### src/rtl/wb_dma_fetch.sv
// wb_dma_fetch: Wishbone read-DMA fetch engine filling a first-word-fall-through FIFO
module wb_dma_fetch #(
  parameter int FIFO_DEPTH = 8
) (
  input  logic        wb_clk,
  input  logic        wb_rst,
  input  logic        start,
  input  logic        abort,
  input  logic [23:0] base_adr,
  input  logic [15:0] word_cnt,
  output logic        busy,
  output logic        done,
  output logic [23:0] wb_adr,
  input  logic [31:0] wb_dat_i,
  output logic [3:0]  wb_sel,
  output logic [2:0]  wb_cti,
  output logic        wb_stb,
  output logic        wb_cyc,
  output logic        wb_we,
  input  logic        wb_ack,
  input  logic        fifo_rd,
  output logic [31:0] fifo_q,
  output logic        fifo_empty,
  output logic [5:0]  fifo_level
);
  localparam int AW = $clog2(FIFO_DEPTH);
  typedef enum logic [2:0] {IDLE, SINGLE, BURST0, BURST1, GAP, FINISH} state_t;
  state_t state_q, state_d;
  logic [23:0] adr_q, adr_d;
  logic [15:0] rem_q, rem_d;
  logic abt_q, abt_d;
  logic [AW-1:0] wr_q, rd_q;
  logic [5:0] lvl_q;
  logic [31:0] mem [FIFO_DEPTH];
  logic bus, push, pop, can_burst, can_single;
  logic [6:0] free;
  assign bus = state_q == SINGLE || state_q == BURST0 || state_q == BURST1;
  assign push = bus & wb_ack;
  assign pop = fifo_rd & (lvl_q != 6'd0);
  assign free = 7'(FIFO_DEPTH) - {1'b0, lvl_q};
  assign can_burst = rem_q >= 16'd2 && !adr_q[2] && free >= 7'd2;
  assign can_single = rem_q != 16'd0 && free != 7'd0;
  assign wb_cyc = bus;
  assign wb_stb = bus;
  assign wb_we = 1'b0;
  assign wb_sel = 4'hF;
  assign wb_adr = adr_q;
  assign wb_cti = state_q == BURST0 ? 3'b010 : state_q == BURST1 ? 3'b111 : 3'b000;
  assign busy = state_q != IDLE;
  assign done = state_q == FINISH;
  assign fifo_q = mem[rd_q];
  assign fifo_empty = lvl_q == 6'd0;
  assign fifo_level = lvl_q;
  // Next-state: GAP is also the decision point and the stall state while the FIFO lacks room
  always_comb begin
    state_d = state_q;
    adr_d = adr_q;
    rem_d = rem_q;
    abt_d = abt_q;
    case (state_q)
      IDLE: if (start) begin
        adr_d = base_adr & 24'hFFFFFC;
        rem_d = word_cnt;
        abt_d = 1'b0;
        state_d = word_cnt == 16'd0 ? FINISH : GAP;
      end
      GAP: state_d = (abort || abt_q || rem_q == 16'd0) ? FINISH :
                     can_burst ? BURST0 : can_single ? SINGLE : GAP;
      SINGLE, BURST0, BURST1: begin
        abt_d = abt_q | abort;
        if (wb_ack) begin
          adr_d = adr_q + 24'd4;
          rem_d = state_q == SINGLE ? rem_q - 16'd1 : state_q == BURST1 ? rem_q - 16'd2 : rem_q;
          state_d = state_q == BURST0 ? BURST1 : GAP;
        end
      end
      FINISH: begin
        state_d = IDLE;
        abt_d = 1'b0;
      end
      default: state_d = IDLE;
    endcase
  end
  // Transfer control registers
  always_ff @(posedge wb_clk or posedge wb_rst) begin
    if (wb_rst) begin
      state_q <= IDLE;
      adr_q <= 24'd0;
      rem_q <= 16'd0;
      abt_q <= 1'b0;
    end else begin
      state_q <= state_d;
      adr_q <= adr_d;
      rem_q <= rem_d;
      abt_q <= abt_d;
    end
  end
  // FIFO pointers and occupancy; push and pop may coincide
  always_ff @(posedge wb_clk or posedge wb_rst) begin
    if (wb_rst) begin
      wr_q <= '0;
      rd_q <= '0;
      lvl_q <= 6'd0;
    end else begin
      wr_q <= push ? wr_q + AW'(1) : wr_q;
      rd_q <= pop ? rd_q + AW'(1) : rd_q;
      lvl_q <= lvl_q + 6'(push) - 6'(pop);
    end
  end
  // FIFO storage needs no reset; occupancy alone defines validity
  always_ff @(posedge wb_clk) begin
    if (push) mem[wr_q] <= wb_dat_i;
  end
endmodule
### config.mk
export PLATFORM = sky130hd
export DESIGN_NAME = wb_dma_fetch
export DESIGN_NICKNAME = d
export VERILOG_FILES = /design/src/rtl/wb_dma_fetch.sv
export SDC_FILE = /design/constraint.sdc
export NUM_CORES = 1
export LEC_CHECK = 0
export BUFFER_PORTS_ARGS = -buffer_cell sky130_fd_sc_hd__clkbuf_2
export CORE_AREA = 2 2 118 206
export DETAILED_ROUTE_END_ITERATION = 10
export DIE_AREA = 0 0 120 208
export PLACE_DENSITY = 0.8
export REMOVE_ABC_BUFFERS = 1
export SLEW_MARGIN = 20
export SYNTH_ARGS = -nofsm -noshare
export SYNTH_HDL_FRONTEND = slang
export SYNTH_SLANG_ARGS = --single-unit
### constraint.sdc
create_clock -name wb_clk -period 5.4 [get_ports wb_clk]
set_input_delay 0.27 -clock wb_clk [delete_from_list [all_inputs] [get_ports wb_clk]]
set_output_delay 0.27 -clock wb_clk [all_outputs]
set_load 0.01 [all_outputs]
==> key figures, run 1 <==
Status
  • Status: finished clean

Route
  • ANT nets after route: 0
  • Final wirelength: 27.7 mm
  • DRC: 0
  • Routed len/inst: 21.4 um
  • Vias per inst: 6.02
  • DRT iter0 DRCs: 764
  • DR pass1 iterations: 5
  • Via Count: 7,788

Floorplan
  • Core area: 0.0232 mm2
  • Die width: 120 um
  • Die H: 208 um
  • Initial core utilization: 57.3%
  • # rows: 74
  • # IOs: 153
  • DIE AREA: 0.0250 mm2

Place
  • Placed insts: 1,238
  • Dpl hpwl: 17.0 mm
  • Gp weighted congestion: 0.823
  • Port Buffers: 143

Logic synthesis
  • Mean Syn Cell Area: 16.2 um2
  • Synth top area share: 57.7%
  • Syn Inst Count: 822
  • Top cells by area, synth: edfxtp_1, mux4_2, dfrtp_1, mux2_2, ha_1
  • Ys flop type: edfxtp_1
  • Synth top cells by count: edfxtp_1, mux4_2, a21oi_1, dfrtp_1, nor2_1
  • Post-synth EDFFs: 256
  • Cell area after synthesis: 0.0133 mm2
  • Register area share after synthesis: 67.8%
  • Ys Warns: 0
  • Synth unique cells: 63
  • Cell taking the most area after synthesis: edfxtp_1
  • Fraction of registers with async set/reset: 17.4%
  • Most frequent cell after synthesis: edfxtp_1
  • Yosys reg bits: 310

GRT
  • GRT Util Overall: 22.9%
  • Initial antenna violation count: 0
  • GR Overflow Total: 0
  • First-pass GRT wire length: 44.3 mm
  • Pin count of the biggest net entering global routing: 55
  • Vias in the first global route: 8,002

Clock tree
  • Clock slew at reported path FFs: 0.07 ns
  • Clock root cell: clkbuf_16
  • Sink Count: 310
  • CTS resizes: 0
  • TritonCTS clock tree: done
  • Clk_lat worst skew: 0.54 ns
  • CTS buffer count: 27
  • Clock tree buffer depth: 3
  • H-tree Lvls: 1

Critical path
  • Arrival time at the worst endpoint: 3.78 ns
  • Critical Path Start: state_q[0]
  • Slowest cell on crit path: or2_2
  • CP Cell Sequence: or2_2 -> nand2_1 -> inv_1 -> buf_4 -> nand3_1 -> nor2_4 -> buf_4
  • Critical Path End Type: flip-flop
  • Most frequent CP cell: buf_4
  • CP Class: flip-flop to flip-flop
  • Max stage delay on crit path: 0.73 ns
  • Worst setup endpoint: mem[5][22]
  • Reg2reg setup slack: 1.81 ns
  • Startpoint Class: flip-flop
  • CP Max Fanout: 41
  • Worst EP required: 5.60 ns
  • FF-to-FF path depth: 7
  • R2R Path End: mem[5][22]
  • Worst reg2reg startpoint: state_q[0]

Final layout
  • Fillers: 1,623
  • Nets@finish: 1,073
  • Multi-input gate area: 0.00404 mm2
  • Non-filler cells in the finished layout: 1,294
  • Syn-to-layout area delta: 15.2%
  • Diodes inserted: 0
  • Seq. cell area: 0.00904 mm2
  • Fin util: 66.1%
  • Fraction of layout cells with a size suffix above 1: 32.3%

Pwr
  • PD cells: 538 mW/mm2
  • Peak supply drop: 0.000357 V
  • LEAKAGE: 5.48 nW

STA
  • Final hold vios: 0
  • Clock skew: 0.0125 ns
  • Tightest Pin Transition: 1.09 ns
  • Setup TNS: 0 ns
  • Min Tclk post-route: 3.59 ns
  • Final setup violation count: 0
  • Max Slew Vio Count: 0
  • Period utilisation layout: 66.4%
  • Max-slew headroom: 27.4%
  • Max Fclk: 279 MHz
  • WHS: 0.0135 ns
  • RSZ-0062 raised after global routing: no

Min path
  • Worst Hold Class: input port to flip-flop
  • Hold_sp: wb_dat_i[27]

Flow run
  • # Max-Cap Violations: 0
[power by group]
group,switching (mW),leakage (nW),internal [mW]
combinational,1.53,2.13,1.38
sequential,0.476,2.92,2.93
clock,0.835,0.424,1.11
[layout by cell type (no fill, tap or decap), types with 11 or more instances in the layout]
| master | Yosys | layout |
|---|---|---|
| mux2_2 | 35 | 35 |
| clkbuf_2 | 0 | 143 |
| o21ai_0 | 23 | 23 |
| dfrtp_1 | 54 | 52 |
| ha_1 | 22 | 22 |
| clkbuf_16 | 0 | 27 |
| a21oi_1 | 54 | 53 |
| o22ai_1 | 11 | 11 |
| inv_1 | 22 | 21 |
| nand2_1 | 35 | 35 |
| nand3_1 | 16 | 16 |
| mux4_2 | 64 | 64 |
| nor2_1 | 49 | 43 |
| edfxtp_1 | 256 | 256 |
| buf_4 | 9 | 16 |
[logic make-up after synthesis]
group | Yosys count | share of synthesized area (%)
simple gates | 155 | 5.70
mux | 101 | 13.9
other cells | 2 | 0.0564
xor+xnor | 10 | 0.657
compound gates | 147 | 7.16
fa+ha+maj | 23 | 2.22
flops | 310 | 67.8
buf+inv | 74 | 2.44
[metal layers]
metal / GRT usage (%) / vias up / part of all wire [%]
li1: - / 3539 / -
met1: 28.5 / 3876 / 36
met2: 41.2 / 331 / 55
met3: 3.62 / 42 / 6.6
met4: 6.77 / 0 / 2.3
met5: 0 / - / 0
[sequential cells by signal (all words and copies together), names as in the netlist]
name / flops
mem: 256
wb_adr: 22
rem_q: 16
fifo_level: 6
rd_q: 3
state_q: 3
wr_q: 3
abt_q: 1
[worst max-delay path, delay by kind of cell (launching register included)]
family,cells,cell delay [ns]
buffers and inverters,3,0.86
DFF,1,0.63
and+or+nand+nor,4,1.72
[worst min-delay path by stage]
stage	end	slack [ns]	depth (start not counted)
global placement	rd_q[2]	0.46	1
detailed placement	rd_q[2]	0.47	1
floorplan	mem[0][0]	0.37	0
global route	mem[0][16]	0.01	1
finish	mem[0][27]	0.01	1
CTS	mem[6][9]	0.0001	1
[stage by stage]
stage                     instance area (um2)  power [mW]  setup WS [ns]
after global routing                    15400        8.74           1.50
after global placement                  14400        6.29           1.86
after floorplan                         13100        5.40         0.0704
final                                   15400        8.26           1.81
after detailed placement                14400        6.38           1.81
after CTS                               15400        8.32           1.80
[timing repair]
| action | 4_1_cts | 5_1_grt |
|---|---|---|
| hold buffers | 9 | 0 |
| hold endpoints to repair | 106 | 0 |
| setup endpoints to repair | 0 | 0 |
| buffers inserted | 0 | 0 |
[final cells by class]
type | instances | share of cell area, %
sequential | 310 | 58.9
multi-input combinational | 443 | 26.3
timing repair buffer | 168 | 6.03
clock buffer | 30 | 4.47
tap | 304 | 2.48
clock inverter | 17 | 1.27
inverter | 22 | 0.538
No activity file was read; power rests on OpenSTA's default activity.
==> run 2, diff against run 1 <==
==> constraint.sdc (replaced) <==
create_clock -name wb_clk -period 3.65 [get_ports wb_clk]
set_input_delay 0.1825 -clock wb_clk [delete_from_list [all_inputs] [get_ports wb_clk]]
set_output_delay 0.1825 -clock wb_clk [all_outputs]
set_load 0.01 [all_outputs]
==> key figures, run 2 (synthesized netlist as in run 1, its figures left out) <==
Pwr
  • Peak supply drop: 0.000680 V
  • LEAKAGE: 5.73 nW
  • Seq pwr share: 39.4%
  • Total power: 12.4 mW
  • Psw: 4.29 mW
  • Net Sw Frac: 34.8%
  • Power Internal: 8.06 mW
  • Clk pwr share: 22.7%
  • PD cells: 774 mW/mm2
  • Combinational power share: 37.9%

GRT
  • Vias in the first global route: 8,726
  • First-pass GRT wire length: 47.0 mm
  • Initial antenna violation count: 1
  • GR Overflow Total: 0
  • Pin count of the biggest net entering global routing: 65
  • GRT Util Overall: 24.4%

Place
  • Port Buffers: 143
  • Gp weighted congestion: 0.841
  • Dpl ws: 0.982 ns
  • Dpl cell area: 0.0145 mm2
  • Placed insts: 1,244
  • Dpl hpwl: 18.0 mm

Critical path
  • Arrival time at the worst endpoint: 2.78 ns
  • Worst reg2reg startpoint: state_q[0]
  • Critical Path End Type: output port
  • Worst EP required: 3.47 ns
  • CP Class: flip-flop to output port
  • Startpoint Class: flip-flop
  • Max stage delay on crit path: 0.78 ns
  • Crit path buffers/inverters: 2
  • Slowest cell on crit path: dfrtp_4
  • Crit path max-delay family: multiplexers
  • CP Max Fanout: 27
  • CP Cell Sequence: buf_4 -> mux4_2 -> mux2_2 -> clkbuf_2
  • R2R Path End: fifo_level[4]
  • Reg2reg setup slack: 1.00 ns
  • FF-to-FF path depth: 12

Clock tree
  • CTS resizes: 0
  • Clock root cell: clkbuf_16
  • Hold buffers post-CTS: 60
  • Clock slew at reported path FFs: 0.07 ns
  • H-tree Lvls: 1
  • Clock tree buffer depth: 3
  • TritonCTS clock tree: done
  • Sink Count: 310
  • Post CTS Setup Buffer Count: 0
  • CTS buffer count: 27
  • Clk_lat worst skew: 0.54 ns

Floorplan
  • # IOs: 153
  • DIE AREA: 0.0250 mm2
  • Core area: 0.0232 mm2
  • Die H: 208 um
  • # rows: 74
  • Initial core utilization: 57.3%
  • Die width: 120 um

Route
  • DRC: 0
  • DR pass1 iterations: 7
  • Routed len/inst: 22.1 um
  • DRT iter0 DRCs: 601
  • Vias per inst: 6.03
  • Final wirelength: 29.9 mm
  • Via Count: 8,161
  • ANT nets after route: 0

STA
  • Period utilisation layout: 81.0%
  • Tightest Pin Transition: 1.06 ns
  • Min Tclk post-route: 2.96 ns
  • Max Slew Vio Count: 0
  • Worst setup margin: 0.692 ns
  • Max-slew headroom: 29.2%
  • RSZ-0062 raised after global routing: no
  • WHS: 0.0119 ns
  • Setup TNS: 0 ns
  • Clock skew: 0.0194 ns
  • Final setup violation count: 0
  • Max Fclk: 338 MHz
  • Final hold vios: 0

Final layout
  • Fin area: 0.0160 mm2
  • Most frequent cells in the layout: edfxtp_1, clkbuf_2, mux4_2
  • Commonest non-fill, non-tap cell in the layout: edfxtp_1
  • Largest register by flop count: mem
  • Max reg flops: 256
  • Fraction of layout cells with a size suffix above 1: 31.1%
  • Non-filler cells in the finished layout: 1,354
  • Syn-to-layout area delta: 19.8%
  • Fin util: 68.7%
  • Nets@finish: 1,130

Status
  • Status: finished clean

Min path
  • Worst Hold Class: input port to flip-flop
  • WHS Path Cells: 3
  • Hold_sp: base_adr[22]
  • End of the worst hold path: wb_adr[22]

Flow run
  • # Max-Cap Violations: 0
[run 2: cell types whose count changed in the layout (fill, tap and decap cells not counted), sizes merged, moves of 2 or more]
cell,before,now
buf,16,22
clkinv,7,9
dlygate4sd3,9,60
clkbuf,173,175
[run 2: per-layer routing]
layer	wire length [um]	GRT usage [%]
met5	0	0
met3	1530	3.18
met4	680	7.71
met1	10600	28.0
met2	17100	46.4
[run 2: worst max path at each step]
stage | end | cells past startpoint | startpoint | slack (ns)
after detailed placement | fifo_level[4] | 12 | state_q[0] | 0.98
after global routing | fifo_q[26] | 4 | rd_q[0] | 0.54
final | fifo_q[26] | 4 | rd_q[0] | 0.69
after global placement | fifo_level[4] | 12 | state_q[0] | 1.02
after CTS | fifo_q[26] | 4 | rd_q[0] | 0.60
after floorplan | mem[0][0] | 6 | state_q[0] | -1.68
[run 2: area by class of cell]
cell class	count	area, um2
antenna	1	2.50
clock buffer	32	694
clock inverter	17	171
fill	1514	7280
inverter	22	82.6
multi-input combinational	443	4040
sequential	310	9040
tap	304	380
timing repair buffer	225	1540
[run 2: power by group through the flow]
stage | logic [mW] | registers, mW | clock network [mW]
3_5_place_dp | 4.60 | 4.93 | 0
6_report | 4.69 | 4.86 | 2.80
2_1_floorplan | 2.88 | 5.11 | 0
5_1_grt | 5.09 | 4.93 | 2.97
3_3_place_gp | 4.49 | 4.89 | 0
4_1_cts | 4.71 | 4.86 | 2.84
[run 2: worst min-delay path, cell delays in order]
cell	delay, ns
clkbuf_2	0.08
o221ai_1	0.17
a21oi_1	0.07
